==> src/rtl/ej32_pkg.sv <==
// Shared types and constants for the eJ32 image loader.
package ej32_pkg;

    typedef enum logic [2:0] {
        IDLE,
        LEN_LO,
        LEN_HI,
        DATA,
        CSUM,
        DONE,
        ERR
    } ldr_st_t;

    localparam logic [1:0] LDR_E_NONE = 2'd0;
    localparam logic [1:0] LDR_E_OVF  = 2'd1;
    localparam logic [1:0] LDR_E_CSUM = 2'd2;

endpackage

==> src/rtl/ej32_ldr_csum.sv <==
// 8-bit additive checksum accumulator; clear has priority over add.
// Sum reflects an added byte one cycle later; no backpressure.
module ej32_ldr_csum (
    input  logic       clk,
    input  logic       rst,
    input  logic       clr,
    input  logic       add,
    input  logic [7:0] din,
    output logic [7:0] sum
);

    always_ff @(posedge clk or negedge rst) begin
        if (!rst) begin
            sum <= 8'd0;
        end else if (clr) begin
            sum <= 8'd0;
        end else if (add) begin
            sum <= sum + din;
        end
    end

endmodule

==> src/rtl/ej32_rom_loader.sv <==
// Streams a length/payload/checksum framed image into the eJ32 image memory.
// Payload write one cycle after accept; s_ready is purely a function of state.
module ej32_rom_loader
    import ej32_pkg::*;
#(
    parameter  int ROM_SZ = 8192,
    parameter  int BASE_A = 0,
    localparam int MSZ    = $clog2(ROM_SZ)
) (
    input  logic           clk,
    input  logic           rst,
    input  logic           start,
    input  logic           s_valid,
    input  logic [7:0]     s_data,
    output logic           s_ready,
    output logic           mem_we,
    output logic [MSZ-1:0] mem_a,
    output logic [7:0]     mem_d,
    output logic           busy,
    output logic           done,
    output logic           err,
    output logic [1:0]     err_code,
    output logic [15:0]    wr_cnt
);

    localparam logic [16:0]    LEN_MAX = 17'(ROM_SZ - BASE_A);
    localparam logic [MSZ-1:0] A0      = MSZ'(BASE_A);

    ldr_st_t     st, st_nx;
    logic [15:0] len;
    logic [7:0]  sum;
    logic        xfer;
    logic        len_ovf;
    logic        last;
    logic        sum_clr;
    logic        sum_add;

    assign s_ready = (st == LEN_LO) || (st == LEN_HI) || (st == DATA) || (st == CSUM);
    assign xfer    = s_valid & s_ready;
    // Only meaningful in LEN_HI, where s_data carries the high length byte.
    assign len_ovf = {1'b0, s_data, len[7:0]} > LEN_MAX;
    assign last    = (wr_cnt + 16'd1) == len;
    assign sum_clr = (st == IDLE) && start;
    assign sum_add = (st == DATA) && xfer;

    ej32_ldr_csum u_csum (
        .clk (clk),
        .rst (rst),
        .clr (sum_clr),
        .add (sum_add),
        .din (s_data),
        .sum (sum)
    );

    always_ff @(posedge clk or negedge rst) begin
        if (!rst) begin
            st <= IDLE;
        end else begin
            st <= st_nx;
        end
    end

    always_comb begin
        st_nx = st;
        case (st)
            IDLE:   if (start) st_nx = LEN_LO;
            LEN_LO: if (xfer) st_nx = LEN_HI;
            LEN_HI: begin
                if (xfer) begin
                    if (len_ovf)                      st_nx = ERR;
                    else if ({s_data, len[7:0]} == 0) st_nx = CSUM;
                    else                              st_nx = DATA;
                end
            end
            DATA:   if (xfer && last) st_nx = CSUM;
            CSUM:   if (xfer) st_nx = (s_data == sum) ? DONE : ERR;
            DONE:   st_nx = IDLE;
            ERR:    st_nx = IDLE;
            default: st_nx = IDLE;
        endcase
    end

    always_ff @(posedge clk or negedge rst) begin
        if (!rst) begin
            busy     <= 1'b0;
            done     <= 1'b0;
            err      <= 1'b0;
            err_code <= LDR_E_NONE;
            wr_cnt   <= 16'd0;
            len      <= 16'd0;
            mem_we   <= 1'b0;
            mem_a    <= A0;
            mem_d    <= 8'd0;
        end else begin
            // Stays high through DONE/ERR so it falls together with the sticky flag.
            busy   <= (st_nx != IDLE);
            mem_we <= 1'b0;
            if (mem_we) begin
                mem_a <= mem_a + MSZ'(1);
            end
            case (st)
                IDLE: begin
                    if (start) begin
                        done     <= 1'b0;
                        err      <= 1'b0;
                        err_code <= LDR_E_NONE;
                        wr_cnt   <= 16'd0;
                        mem_a    <= A0;
                    end
                end
                LEN_LO: if (xfer) len[7:0] <= s_data;
                LEN_HI: begin
                    if (xfer) begin
                        len[15:8] <= s_data;
                        if (len_ovf) err_code <= LDR_E_OVF;
                    end
                end
                DATA: begin
                    if (xfer) begin
                        mem_we <= 1'b1;
                        mem_d  <= s_data;
                        wr_cnt <= wr_cnt + 16'd1;
                    end
                end
                CSUM: if (xfer && (s_data != sum)) err_code <= LDR_E_CSUM;
                DONE: done <= 1'b1;
                ERR:  err  <= 1'b1;
                default: ;
            endcase
        end
    end

endmodule

==> config.mk <==
export PLATFORM = sky130hd
export DESIGN_NAME = ej32_rom_loader
export DESIGN_NICKNAME = d
export VERILOG_FILES = /design/src/rtl/ej32_pkg.sv /design/src/rtl/ej32_ldr_csum.sv /design/src/rtl/ej32_rom_loader.sv
export SDC_FILE = /design/constraint.sdc
export NUM_CORES = 1
export LEC_CHECK = 0
export CORE_ASPECT_RATIO = 2
export CORE_MARGIN = 1.5
export CORE_UTILIZATION = 25
export DETAILED_ROUTE_END_ITERATION = 7
export GPL_TIMING_DRIVEN = 0
export SLEW_MARGIN = 30
export SYNTH_ARGS = -nofsm -noshare
export SYNTH_HDL_FRONTEND = slang
export SYNTH_SLANG_ARGS = --single-unit
==> constraint.sdc <==
create_clock -name clk -period 2.42 [get_ports clk]
set_clock_uncertainty 0.2 [all_clocks]
set_input_delay 0.484 -clock clk [delete_from_list [all_inputs] [get_ports clk]]
set_output_delay 0.484 -clock clk [all_outputs]
set_load 0.005 [all_outputs]
# Yosys cells after proc, flatten, opt, wreduce, memory -nomap -nowiden
# Index checks and enable logic that the tools add are counted.
# W data, S select, Z words.
[word_totals]
ff_bits = 70
[op_classes]
n_mux = 27
order_cmp = 1
n_reduce_logical = 22
n_eq_ne = 14
n_bitwise = 1
n_addsub = 3
[ops]
columns = ["op", "count"]
rows = [
  ["$mux W13", 3],
  ["$mux W16", 2],
  ["$pmux W16 S2", 1],
  ["$mux W3", 7],
  ["$add A16 B1 Y16 const B", 1],
  ["$eq A16 B16 Y1", 1],
  ["$gt A16 B14 Y1 const B", 1],
  ["$logic_not A16 Y1", 1],
  ["$mux W8", 2],
  ["$pmux W3 S5", 1],
  ["$add A13 B1 Y13 const B", 1],
  ["$mux W2", 5],
  ["$reduce_and A2 Y1", 5],
  ["$eq A3 B3 Y1 const B", 3],
  ["$add A8 B8 Y8", 1],
  ["$eq A8 B8 Y1", 1],
  ["$ne A2 B2 Y1 const B", 4],
  ["$ne A8 B8 Y1", 1],
  ["$reduce_bool A2 Y1", 4],
  ["$eq A3 B2 Y1 const B", 2],
  ["$pmux W2 S3", 1],
  ["$reduce_bool A3 Y1", 2],
  ["$reduce_and A5 Y1", 1],
  ["$logic_and A1 B1 Y1", 4],
  ["8 further kinds", 13],
]

# Logic depth before layout (Yosys ltp)
[logic_depth]
word_depth = 9
depth_mapped = 10

# By module
# A second synthesis with hierarchy kept.
[hier_totals]
cells_unflattened = 424
hier_area_um2 = 3990.1
[by_module_without_submodules]
columns = ["mod", "cells_each", "seq_area_each_um2", "area_per_inst_um2", "instances"]
rows = [
  ["ej32_rom_loader", 358, 1551.5, 3343.2, 1],
  ["ej32_ldr_csum", 66, 200.2, 646.9, 1],
]

# Worst setup path before layout
# Ideal clock, no wire load.
[synth_timing]
path_type = "flip-flop to flip-flop"
startpoint = "register wr_cnt[0]"
endpoint = "register busy"
path_stages_with_launch = 9
required_ns = 2.085
period_less_slack_ns = 2.527
setup_ns = 0.135
path_buffers = 0
slack_ns = -0.107
t_arrival_ns = 2.193
cell_sequence = "dfrtp_1 -> ha_1 -> nand4_1 -> or4_1 -> xnor2_1 -> nor4_1 -> nand4b_1 -> o221ai_2 -> nand4_1"
[synth_via]
elab_chain_len = 6
[synth_rtl]
columns = ["item", "line_no", "source"]
rows = [
  ["from (decl)", "ej32_rom_loader.sv:23", "output logic [15:0] wr_cnt"],
  ["from (signal assigned)", "ej32_rom_loader.sv:122", "wr_cnt <= wr_cnt + 16'd1;"],
  ["$add A16 B1 Y16", "ej32_rom_loader.sv:42", "assign last = (wr_cnt + 16'd1) == len;"],
  ["$eq A16 B16 Y1", "ej32_rom_loader.sv:42", ""],
  ["$logic_and A1 B1 Y1", "ej32_rom_loader.sv:75", "DATA: if (xfer && last) st_nx = CSUM;"],
  ["$mux W3", "ej32_rom_loader.sv:75", ""],
  ["$pmux W3 S5", "ej32_rom_loader.sv:65", "case (st)"],
  ["$reduce_bool A3 Y1", "ej32_rom_loader.sv:96", "busy <= (st_nx != IDLE);"],
  ["to (signal assigned)", "ej32_rom_loader.sv:96", ""],
  ["to (decl)", "ej32_rom_loader.sv:19", "output logic busy,"],
]
# Every way passes these cells.
# A chain may end at the register's enable or synchronous reset.

# Worst setup path in the final report
# Same ends and word-level chain as after synthesis.

==> flow_summary.rst <==
.. list-table::
   :header-rows: 1

   * - Metric
     - Value
   * - Outcome
     - complete, but fails checks
   * - Violated checks
     - negative setup slack
   * - Residual antenna-violating net count after detailed routing
     - 0
   * - Crit path kind
     - reg2reg
   * - Unrepaired setup endpoints after global routing
     - yes
   * - Cell at the root of the clock tree
     - sky130_fd_sc_hd__clkbuf_16
   * - Die footprint
     - 0.0163 mm2
   * - Sink Count
     - 70
   * - Number of nets at the end of the flow
     - 518
   * - Number of design-rule violations left by the first detailed-router iteration
     - 202
   * - Critical path arrival
     - roughly 2.6 ns
   * - Required time of the worst setup path
     - 2.40 ns
   * - Global placer's final weighted congestion
     - 0.838
   * - Fraction of final layout cells with drive strength greater than 1
     - 0.194
   * - Power per cell area
     - 1000 mW/mm2
   * - Count of standard-cell rows
     - 64
   * - Peak ir drop on the vdd network
     - around 0.0004 V
   * - Cell variety after synth
     - 53
   * - Post-layout min period
     - approximately 2.6 ns
   * - Floorplan die width
     - ~91 um
   * - Clock transition time at the flip-flop clock pins of the worst setup and hold paths
     - 0.06 ns
   * - Pin count of the biggest net entering global routing
     - 37
   * - Critical Path Fanout Max
     - 5
   * - DRT Wirelength
     - 11,400 um
   * - Syn_area_per_cell
     - approximately 9.4 um2
   * - Number of instances in the synthesized netlist
     - between 400 and 500
   * - Antenna violations before repair
     - 0
   * - DR vias
     - roughly 3,500
   * - DP Wirelength
     - just over 8000 um
   * - Static leakage
     - around 2.2 nW
   * - Detailed-routing iteration count for the pre-antenna-repair pass
     - 4
   * - Classification of the worst-slack hold path
     - in2reg
   * - Clock latency at the later pin of the worst-skew pair
     - between 0.3 and 0.4 ns
   * - Wirelength per Cell
     - 16.3 um
   * - Worst slew margin relative to its limit
     - 0.552
   * - Buffers and inverters on the worst path
     - 2
   * - Maximum clock path buffer count
     - 2
   * - Asr flop ratio synth
     - 1.00
   * - Slowest cell delay on critical path
     - between 0.4 and 0.5 ns
   * - Combinational share of power
     - 0.404
   * - Vias in the first global route
     - ~3,600
   * - Post-route worst setup slack
     - -0.202 ns
   * - Net count after synthesis
     - approximately 440
   * - Initial Util
     - 0.255
   * - Number of port buffers
     - 54
   * - Number of buffers created by CTS
     - 9
   * - Startpoint types
     - register
   * - Yosys top cell by area
     - sky130_fd_sc_hd__dfrtp_1
   * - Area of the core
     - about 0.015 mm2
   * - Final clock period utilization by the worst path
     - 1.08
   * - Yosys reg bits
     - 70
   * - Net switching power of the design
     - ~0.0019 W
   * - Switching fraction of total power
     - 0.354
   * - Number of maximum-capacitance violations
     - 0
   * - Area added between synthesis and finish
     - 37.6%
   * - Final Hold Vio Count
     - 0
   * - Cell type of the slowest stage on the worst timing path
     - sky130_fd_sc_hd__or4_4
   * - YS warnings
     - 0
   * - Cell family with most CP delay
     - simple AND/OR/NAND/NOR gates
   * - Most common cell in the netlist
     - sky130_fd_sc_hd__dfrtp_1
   * - Post-synth EDFFs
     - 0
   * - Post-placement cell area
     - roughly 0.0047 mm2
   * - Number of top-level pins
     - 56
   * - Antenna Cells
     - 0
   * - Wire length of the first global-routing pass
     - 18,300 um
   * - Internal Power
     - approximately 0.0035 W
   * - Mean number of vias per cell
     - between 4 and 5
   * - Number of levels in the clock H-tree
     - 3
   * - DRC violations left
     - 0
   * - Die height
     - 179 um
   * - Ranking of synthesized cells by area
     - sky130_fd_sc_hd__dfrtp_1, sky130_fd_sc_hd__nand2_1, sky130_fd_sc_hd__xnor2_1
   * - Maximum clock rate
     - 381 MHz
   * - Clk pwr share
     - 0.261
   * - Max-slew violations
     - 0
   * - Total routing resource utilization after global routing
     - 0.146
   * - Synth cell count leaders
     - sky130_fd_sc_hd__dfrtp_1, sky130_fd_sc_hd__nand2_1, sky130_fd_sc_hd__nor2_1
   * - Cell-by-cell trace of the critical path
     - ha_4 -> nand4_1 -> buf_4 -> or4_4 -> xnor2_2 -> nor4_2 -> nand4b_1 -> buf_4 -> o221ai_2 -> nand4_1
   * - Sequential Power Share
     - 0.336
   * - Tightest Pin Transition
     - 0.668 ns
   * - Sequential-to-total area share from yosys stat
     - 0.451
   * - CTS tree
     - built
   * - GRT Residual Overflow
     - 0
   * - Worst hold slack
     - between 0.2 and 0.3 ns
   * - Worst setup EP type
     - register
   * - Prevailing post-synth register cell
     - sky130_fd_sc_hd__dfrtp_1
   * - Syn Std Cell Area
     - 0.00388 mm2
   * - Final number of setup-violating endpoints
     - 4
   * - Portion of synthesized cell area occupied by the leading cell type
     - 0.451
   * - Final std cell area, no fill
     - 0.00534 mm2
[worst reg2reg max path: stages (launching register included)]
cell                       delay (ns)
sky130_fd_sc_hd__dfrtp_2         0.41
sky130_fd_sc_hd__ha_4            0.15
sky130_fd_sc_hd__nand4_1         0.07
sky130_fd_sc_hd__buf_4           0.17
sky130_fd_sc_hd__or4_4           0.46
sky130_fd_sc_hd__xnor2_2         0.18
sky130_fd_sc_hd__nor4_2          0.21
sky130_fd_sc_hd__nand4b_1        0.12
sky130_fd_sc_hd__buf_4           0.18
sky130_fd_sc_hd__o221ai_2        0.17
sky130_fd_sc_hd__nand4_1         0.16
[through the flow]
| stage | TNS (ns) | power (W) | worst slack (ns) | utilization | cells |
|---|---|---|---|---|---|
| 6_report | -0.414 | 0.00536 | -0.202 | 0.351 | 699 |
| 5_1_grt | -0.698 | 0.00569 | -0.249 | 0.351 | 699 |
| 4_1_cts | -0.105 | 0.00528 | -0.101 | 0.345 | 694 |
| 3_5_place_dp | -35.89 | 0.00372 | -1.03 | 0.310 | 666 |
| 3_3_place_gp | -166.90 | 0.00363 | -2.06 | 0.308 | 665 |
| 2_1_floorplan | 0 | 0.00298 | 0.000188 | - | 413 |
[sequential cells by signal, indices dropped and copies added (netlist names)]
| register | cells |
|---|---|
| err | 1 |
| mem_d | 8 |
| st | 3 |
| u_csum.sum | 8 |
| mem_we | 1 |
| err_code | 2 |
| done | 1 |
| busy | 1 |
| mem_a | 13 |
| wr_cnt | 16 |
| len | 16 |
[power by group through the flow]
stage | Sequential, W | Clock (W) | Combinational (W)
2_1_floorplan | 0.00175 | 0 | 0.00123
3_3_place_gp | 0.00179 | 0 | 0.00184
3_5_place_dp | 0.00181 | 0 | 0.00192
4_1_cts | 0.00180 | 0.00143 | 0.00205
5_1_grt | 0.00184 | 0.00147 | 0.00237
6_report | 0.00180 | 0.00140 | 0.00216
[per-layer routing]
layer / global-route usage / wire length [um] / vias up
met5: 0 / 0 / -
met2: 0.276 / 6210 / 103
met3: 0.0242 / 375 / 40
li1: - / - / 1623
met1: 0.140 / 4170 / 1717
met4: 0.104 / 625 / 0
[cell usage in the layout (no fill, tap or decap), types with 9 or more instances in the layout]
master / count
sky130_fd_sc_hd__buf_4: 22
sky130_fd_sc_hd__clkbuf_16: 9
sky130_fd_sc_hd__clkdlybuf4s50_1: 45
sky130_fd_sc_hd__dfrtp_1: 66
sky130_fd_sc_hd__inv_1: 11
sky130_fd_sc_hd__mux2_2: 17
sky130_fd_sc_hd__nand2_1: 58
sky130_fd_sc_hd__nand3_1: 9
sky130_fd_sc_hd__nand4_1: 13
sky130_fd_sc_hd__nor2_1: 41
sky130_fd_sc_hd__o21ai_0: 36
sky130_fd_sc_hd__xnor2_1: 21
sky130_fd_sc_hd__xor2_1: 21
[worst paths after layout]
kind / endpoint / depth (start not counted) / slack [ns] / from
worst max-delay path: busy / 10 / -0.20 / wr_cnt[0]
worst min-delay path: mem_d[0] / 3 / 0.27 / s_data[0]
worst max register to register: busy / 10 / -0.20 / wr_cnt[0]
worst min register to register: mem_d[3] / 2 / 0.29 / mem_d[3]
max in group asynchronous: mem_a[5] / 3 / 1.00 / rst
min in group asynchronous: mem_d[1] / 2 / 0.46 / rst
[kinds of logic after synthesis]
kind of cell               count (synthesis)  synth area share
and+or+nand+nor                          162             0.200
AOI/OAI and AO/OA                         75             0.122
DFF                                       70             0.451
xor gates and xnor gates                  44             0.103
buffers and inverters                     33            0.0358
muxes                                     19            0.0544
adders and majority gates                 10            0.0342
[repair_timing]
action / 4_1_cts / 5_1_grt
hold endpoints to repair: 35 / 0
endpoints found under the setup margin: 40 / 30
pin swaps: 7 / 4
gates cloned: 0 / 0
hold buffers: 1 / 0
buffers inserted: 12 / 5
gates resized for setup: 43 / 18
[area by class of cell]
type / instances / area [um2]
buffer: 18 / 121
timing repair buffer: 73 / 683
multi-input combinational: 310 / 2160
fill: 1543 / 9870
clock buffer: 12 / 267
inverter: 14 / 55.1
clock inverter: 4 / 53.8
tap: 198 / 248
sequential: 70 / 1760
Power figures use the tool's default switching activity.
